File: src/rtl/dsp_mac_sequencer.sv
// Sequences MAC jobs onto a pipelined DSP slice: issues operand beats, drains the
// slice latency, and hands back the accumulated result. Optional: DSP_SEQ_CHAIN_EN.
module dsp_mac_sequencer #(
  parameter int SLICE_LAT = 3,
  parameter int LEN_W     = 8
) (
  input  logic             clk,
  input  logic             clr,
  input  logic             start,
  input  logic [LEN_W-1:0] job_len,
  input  logic             job_const,
  input  logic             job_neg,
  input  logic [2:0]       job_coef,
`ifdef DSP_SEQ_CHAIN_EN
  input  logic             job_chain,
`endif
  output logic             busy,
  input  logic             in_valid,
  output logic             in_ready,
  input  logic [26:0]      in_ax,
  input  logic [26:0]      in_ay,
  input  logic [25:0]      in_az,
  output logic             dsp_ena,
  output logic             dsp_loadconst,
  output logic             dsp_accumulate,
  output logic             dsp_negate,
  output logic [26:0]      dsp_ax,
  output logic [26:0]      dsp_ay,
  output logic [25:0]      dsp_az,
  output logic [2:0]       dsp_coefsela,
  output logic [4:0]       dsp_mux_sel,
  input  logic [63:0]      dsp_resulta,
  output logic             res_valid,
  input  logic             res_ready,
  output logic [63:0]      res_data
);
  localparam logic [1:0] S_IDLE  = 2'd0;
  localparam logic [1:0] S_RUN   = 2'd1;
  localparam logic [1:0] S_DRAIN = 2'd2;
  localparam logic [1:0] S_DONE  = 2'd3;
  localparam int LAT_W = (SLICE_LAT > 1) ? $clog2(SLICE_LAT) : 1;

  logic [1:0]       r_state;
  logic [LEN_W-1:0] r_cnt;
  logic [LAT_W-1:0] r_lat;
  logic             r_first;
  logic             r_const;
  logic             r_neg;
  logic [2:0]       r_coef;
  logic [63:0]      r_res;
`ifdef DSP_SEQ_CHAIN_EN
  logic             r_chain;
`endif

  logic w_acc;
  assign w_acc = (r_state == S_RUN) && in_valid;

  always_ff @(posedge clk) begin
    if (clr) begin
      r_state <= S_IDLE;
      r_cnt   <= '0;
      r_lat   <= '0;
      r_first <= 1'b0;
      r_const <= 1'b0;
      r_neg   <= 1'b0;
      r_coef  <= '0;
      r_res   <= '0;
`ifdef DSP_SEQ_CHAIN_EN
      r_chain <= 1'b0;
`endif
    end else begin
      case (r_state)
        S_IDLE: if (start) begin
          r_const <= job_const;
          r_neg   <= job_neg;
          r_coef  <= job_coef;
`ifdef DSP_SEQ_CHAIN_EN
          r_chain <= job_chain;
`endif
          r_cnt   <= job_len;
          r_first <= 1'b1;
          if (job_len == '0) begin
            r_res   <= '0;
            r_state <= S_DONE;
          end else begin
            r_state <= S_RUN;
          end
        end
        S_RUN: if (w_acc) begin
          // counter moves only on accepted beats; bubbles leave it alone
          r_cnt   <= r_cnt - LEN_W'(1);
          r_first <= 1'b0;
          if (r_cnt == LEN_W'(1)) begin
            r_lat   <= LAT_W'(SLICE_LAT - 1);
            r_state <= S_DRAIN;
          end
        end
        S_DRAIN: begin
          if (r_lat == '0) begin
            r_res   <= dsp_resulta;
            r_state <= S_DONE;
          end else begin
            r_lat <= r_lat - LAT_W'(1);
          end
        end
        default: if (res_ready) r_state <= S_IDLE;
      endcase
    end
  end

  // Issue path is combinational so the last beat lands exactly SLICE_LAT edges before capture.
  always_comb begin
    busy           = (r_state != S_IDLE);
    in_ready       = (r_state == S_RUN);
    dsp_ena        = (r_state == S_RUN) || (r_state == S_DRAIN);
    dsp_ax         = w_acc ? in_ax : '0;
    dsp_ay         = w_acc ? in_ay : '0;
    dsp_az         = w_acc ? in_az : '0;
    dsp_accumulate = dsp_ena && !(w_acc && r_first);
    dsp_loadconst  = w_acc && r_first && r_const;
    dsp_negate     = busy && r_neg;
    dsp_coefsela   = busy ? r_coef : 3'd0;
`ifdef DSP_SEQ_CHAIN_EN
    dsp_mux_sel    = (busy && r_chain) ? 5'b11111 : 5'b01111;
`else
    dsp_mux_sel    = 5'b01111;
`endif
    res_valid      = (r_state == S_DONE);
    res_data       = r_res;
  end
endmodule

File: config.mk
export PLATFORM = sky130hd
export DESIGN_NAME = dsp_mac_sequencer
export DESIGN_NICKNAME = d
export VERILOG_FILES = /design/src/rtl/dsp_mac_sequencer.sv
export SDC_FILE = /design/constraint.sdc
export NUM_CORES = 1
export LEC_CHECK = 0
export BUFFER_PORTS_ARGS = -buffer_cell sky130_fd_sc_hd__buf_2
export CAP_MARGIN = 5
export CORE_AREA = 2 2 126 128
export DETAILED_ROUTE_END_ITERATION = 6
export DIE_AREA = 0 0 128 130
export PLACE_DENSITY = 0.57
export SYNTH_ARGS = -nofsm -noshare
export SYNTH_HDL_FRONTEND = slang
export SYNTH_SLANG_ARGS = --single-unit
File: constraint.sdc
create_clock -name clk -period 2.8 [get_ports clk]
set_clock_uncertainty 0.15 [all_clocks]
set_input_delay 0.28 -clock clk [delete_from_list [all_inputs] [get_ports clk]]
set_output_delay 0.28 -clock clk [all_outputs]
set_load 0.02 [all_outputs]
==> results.md, run 1 <==
* Run status: completed
* Die X at approximately 130 um
* Initial DRC count at about 150
* R2r startpoint: r_state[0]
* Synth top area cells: dfxtp_1, a22o_1, and3_1
* RD Place Congestion at 0.840
* Final Hold Vio Count at 0
* Initial antenna violation count at 7
* Total CTS buffers at 9
* CTS root buf: clkbuf_16
* Max FO, Critical Path at 77
* P&R area growth vs syn at 66.5%
* TritonCTS clock tree: yes
* Post-synthesis cell area at approximately 3700 um^2
* Yosys cell types at between 40 and 50
* Final WL at approximately 16,000 um
* Final HPWL DP at between 10,000 and 15,000 um
* Pwr dens at 776 nW/um^2
* Setup Crit Path Kind: reg -> out
* Clk Latency, worst-skew pair at 0.34 ns
* Via density at around 4.7
* Final period util at 86.9%
* Ports at about 320
* CP Launch Type: flip-flop
* Hold Path Class: in -> reg
* 1st-pass router iterations at 5
* Vias post-DR at roughly 4,400
* Gr ovfl total at 0
* Layout cells sized above 1 at between 40% and 50%
* Unrepaired setup endpoints after global routing: false
* Die height at between 100 and 150 um
* Maximum Capacitance Violations at 0
* Critical path arrival at approximately 2.0 ns
* Ys async rst share at 0%
* Post-synth top flop: dfxtp_1
* Largest net degree at the start of global routing at 78
* CTS Buffer Depth at 2
* Mean Syn Cell Area at roughly 9 um^2
* Core Footprint at about 15,000 um^2
* Crit Reg-Reg Endpoint: res_data[10]
* Setup TNS at 0 ns
* VDD IR max at between 0.2 and 0.3 mV
* Slew Limit Fails at 0
* Hold depth at 2
* DIE AREA at between 15,000 and 20,000 um^2
* Top cell type's share of synthesized area at between 40% and 50%
* # port buffers at 315
* Hold slack at 0.0103 ns
* Post-synth top area cell: dfxtp_1
* Global-route wire length before repair at around 23,000 um
* Worst slew pin tran at slightly above 0.7 ns
* FILL cells at 1,566
* Max Freq at 0.411 GHz
* Crit path time final at around 2.4 ns
* CTS H-tree depth at 3
* Vias in the first global route at 4,207
* Clock Sinks at 82
* Post-DRT Antenna Nets at 0
* Post-synth EDFFs at 0
* WL per Instance at around 17 um
* Post-CTS sizing at 0
* FF+latch count, synth at 82
* Most common cell after layout, fill and taps aside: buf_2
* Leakage power at 3.45 nW
* Worst Path Required at 2.37 ns
* Final Net Count at between 800 and 900
* # Post-CTS Setup Buffers at 0
* Clock-pin slew on the worst setup and hold paths at about 0.07 ns
* Seq/Total Area, Yosys at between 40% and 50%
* Row cnt at 46
* Reg2reg setup slack at roughly 0.40 ns
* Worst reg2reg path depth at 7
* Remaining DRCs at 0
* Overall Global Routing Usage at approximately 18%
* Final number of setup-violating endpoints at 0
* Hold endpoint: res_data[22]
* Post-Synthesis Cells at around 400
* Crit end category: output pin
* Hold_buf cts at 39
* Starting Density at between 20% and 30%
* Most frequent cells in the layout: buf_2, dfxtp_1, and3_1
* Synth warn at 0
* Rel. slew slack at a little over half
* Hold Path Origin: dsp_resulta[22]
cells in the mapped netlist (all sizes together), types with 3 or more instances:
cell type  count
a211oi         4
a21oi         18
a22o          64
and3          81
buf           15
clkbuf        30
dfxtp         82
ha             7
inv           11
nand2         14
nand3          6
nor2           9
nor2b          9
nor3           5
nor4           3
o21ai          9
o32ai          4
or4            4
through the flow:
stage	power [mW]	setup slack, ns	instances	util (%)	instance area (um^2)
after floorplan	2.83	0.498	402	-	3680
after global placement	3.52	0.425	871	34.9	5390
after detailed placement	3.51	0.406	871	34.9	5390
after CTS	4.77	0.381	926	39.4	6080
after global routing	5.05	0.142	933	39.6	6100
final	4.74	0.366	933	39.6	6100
worst max path at each step:
| stage | from | end | depth (start not counted) | slack (ns) |
|---|---|---|---|---|
| after floorplan | r_state[0] | res_data[0] | 8 | 0.50 |
| after global placement | r_state[0] | res_data[56] | 7 | 0.42 |
| after detailed placement | r_state[0] | res_data[60] | 7 | 0.41 |
| after CTS | r_state[1] | dsp_ax[8] | 5 | 0.38 |
| after global routing | r_state[0] | res_data[40] | 7 | 0.14 |
| final | r_state[1] | dsp_ax[8] | 5 | 0.37 |
worst max-delay path, stage by stage, from the launching register on:
cell and delay (ns):
dfxtp_1 0.34, inv_1 0.08, ha_2 0.46, buf_12 0.30, and3_1 0.28, buf_2 0.19
sequential cells by signal (all words and copies together) (netlist names):
| name | count |
|---|---|
| r_state | 2 |
| r_lat | 2 |
| r_cnt | 8 |
| r_const | 1 |
| r_coef | 3 |
| r_first | 1 |
| res_data | 64 |
| r_neg | 1 |
area by class of cell:
class | instances | area (um^2) | area share [%]
flip-flops and latches | 82 | 1640 | 26.9
diodes | 6 | 15.0 | 0.246
clock inverters | 7 | 76.3 | 1.25
multi-input cells | 264 | 1810 | 29.6
clock buffers | 9 | 225 | 3.69
well taps | 192 | 240 | 3.94
inverters | 11 | 41.3 | 0.677
repair buffers | 362 | 2050 | 33.7
per-layer routing:
| metal | routed length [um] | GRT usage [%] | vias to the layer above |
|---|---|---|---|
| li1 | - | - | 2137 |
| met1 | 5930 | 18.2 | 2010 |
| met2 | 8140 | 32.2 | 210 |
| met3 | 968 | 4.31 | 36 |
| met4 | 980 | 13.9 | 2 |
| met5 | 11 | 0 | - |
cells by family after synthesis:
family / after synthesis / synth area share [%]
other cells: 2 / 0.205
fa+ha+maj: 7 / 2.39
flops: 82 / 44.8
buf+inv: 56 / 6.55
simple gates: 139 / 22.1
compound gates: 113 / 24.0
power breakdown:
part | switching, mW | total [mW] | leakage, nW | internal, mW
clock network | 0.505 | 1.20 | 0.142 | 0.697
logic | 1.32 | 2.12 | 2.64 | 0.798
registers | 0.104 | 1.42 | 0.664 | 1.31
total | 1.93 | 4.74 | 3.45 | 2.81
(Power assumes the default switching activity.)
==> run 2, diff against run 1 <==
Settings changed: RECOVER_POWER from default to 100.
==> run 2 against run 1 <==
  * Non-clock buffer count did not move
  * Wire length rose by 0.16%
  * Clock-buffer cell count did not move
  * Clock power barely moved
  * Via count fell by 0.46%
  * First-iteration DRC count fell by 2.6%
  * Highest routed layer unchanged
==> results.md, run 2 (synthesis results as in run 1) <==
* CTS H-tree depth at 3
* Fin area at about 6000 um^2
* Row cnt at 46
* Final number of setup-violating endpoints at 0
* Clk Latency, worst-skew pair at about 0.33 ns
* CP max stage delay at between 0.4 and 0.5 ns
* Sw Share at roughly two fifths
* Rel. slew slack at between 40% and 50%
* Die X at approximately 130 um
* Clock Sinks at 82
* Sw Pwr at 1.94 mW
* Layout cells sized above 1 at between 20 and 30%
* Crit path time final at 2.50 ns
* Post-CTS sizing at 0
* Maximum Capacitance Violations at 0
* # port buffers at roughly 320
* Setup TNS at 0 ns
* Final Net Count at between 800 and 900
* Crit-path slowest cell: ha_2
* Final HPWL DP at between 10,000 and 15,000 um
* Via density at ~4.7
* Worst Path Required at between 2 and 2.5 ns
* Max FO, Critical Path at a little under 80
* Initial antenna violation count at 7
* Largest net degree at the start of global routing at between 70 and 80
* Final Hold Vio Count at 0
* Worst slew pin tran at between 0.7 and 0.8 ns
* Total CTS buffers at 9
* Max Freq at 0.400 GHz
* Slew Limit Fails at 0
* WL per Instance at between 15 and 20 um
* Setup Crit Path Kind: reg -> out
* Post-DP Area at about 5400 um^2
* Remaining DRCs at 0
* Hold slack at between 0.01 and 0.015 ns
* Vias in the first global route at about 4,200
* CP cell instances: inv_1 > ha_2 > buf_12 > and3_1 > clkbuf_1
* Internal power at 2.72 mW
* Pwr dens at around 790 nW/um^2
* RD Place Congestion at roughly 0.84
* P&R area growth vs syn at 61.1%
* Clock-pin slew on the worst setup and hold paths at approximately 0.070 ns
* Post-DRT Antenna Nets at 0
* CP Launch Type: flip-flop
* Final period util at between 80 and 90%
* Most common cell after layout, fill and taps aside: buf_2
* Crit end category: output pin
* Starting Density at 23.8%
* Global-route wire length before repair at approximately 23,000 um
* TritonCTS clock tree: yes
* Gr ovfl total at 0
* Max FFs per register at 64
* 1st-pass router iterations at 4
* Initial DRC count at 149
* Logic pwr share at between 40% and 50%
* Core Footprint at approximately 15,000 um^2
* Vias post-DR at 4,375
* Ports at between 300 and 400
* Clk pwr share at between 20% and 30%
* Leakage power at around 2.8 nW
* Most frequent cells in the layout: buf_2, clkbuf_1, dfxtp_1
* FILL cells at 1,663
* Run status: completed
* Overall Global Routing Usage at 18.0%
* # Post-CTS Setup Buffers at 0
* Final WL at 16,100 um
* Unrepaired setup endpoints after global routing: false
* CTS Buffer Depth at 2
* Hold Path Class: in -> reg
* Setup ws final at around 0.3 ns
* DIE AREA at between 15,000 and 20,000 um^2
* Die height at around 130 um
* Critical path arrival at slightly above 2 ns
* Pre-CTS WS at slightly above 0.4 ns
* VDD IR max at between 0.2 and 0.3 mV
* Sequential power share at ~31%
* CTS root buf: clkbuf_16
run 2: final timing paths:
kind,endpoint,slack [ns],cells past startpoint,startpoint
setup / recovery,dsp_ax[8],0.30,5,r_state[1]
setup reg to reg,res_data[60],0.39,7,r_state[0]
hold reg to reg,r_coef[2],0.30,2,r_coef[2]
hold / removal,res_data[61],0.01,2,dsp_resulta[61]
run 2: metrics by stage:
step                      utilization [%]  std cells  power, mW
after global routing                 38.3        933       4.96
after CTS                            39.4        926       4.77
after detailed placement             34.9        871       3.51
after global placement               34.9        871       3.52
final                                38.3        933       4.65
after floorplan                         -        402       2.83
run 2: timing repair:
item                                   CTS  global route
endpoints found under the hold margin   39             1
hold buffers                            39             1
setup endpoints to repair                0             0
run 2: layout make-up:
cell class / instances / area [um^2] / area share (%)
repair buffers: 362 / 1860 / 31.4
multi-input cells: 264 / 1810 / 30.6
flip-flops and latches: 82 / 1640 / 27.8
well taps: 192 / 240 / 4.07
clock buffers: 9 / 225 / 3.81
clock inverters: 7 / 76.3 / 1.29
inverters: 11 / 41.3 / 0.699
diodes: 6 / 15.0 / 0.254
run 2: routing by layer:
metal,up-vias,GRT usage [%],wire length [um]
li1,2141,-,-
met1,1982,18.2,5920
met2,214,32.2,8130
met3,36,4.31,1000
met4,2,13.9,985
met5,-,0,14
run 2: power groups by stage:
stage	Clock [mW]	Sequential, mW	Combinational (mW)
global route	1.29	1.44	2.24
CTS	1.23	1.42	2.12
finish	1.20	1.42	2.03
floorplan	0	1.49	1.34
global placement	0	1.44	2.08
detailed placement	0	1.44	2.08
run 2: critical path: cells and delay by family (launching register included):
| kind | cells | cell delay (ns) |
|---|---|---|
| simple gates | 1 | 0.28 |
| buf+inv | 3 | 0.63 |
| fa+ha+maj | 1 | 0.45 |
| flops | 1 | 0.33 |
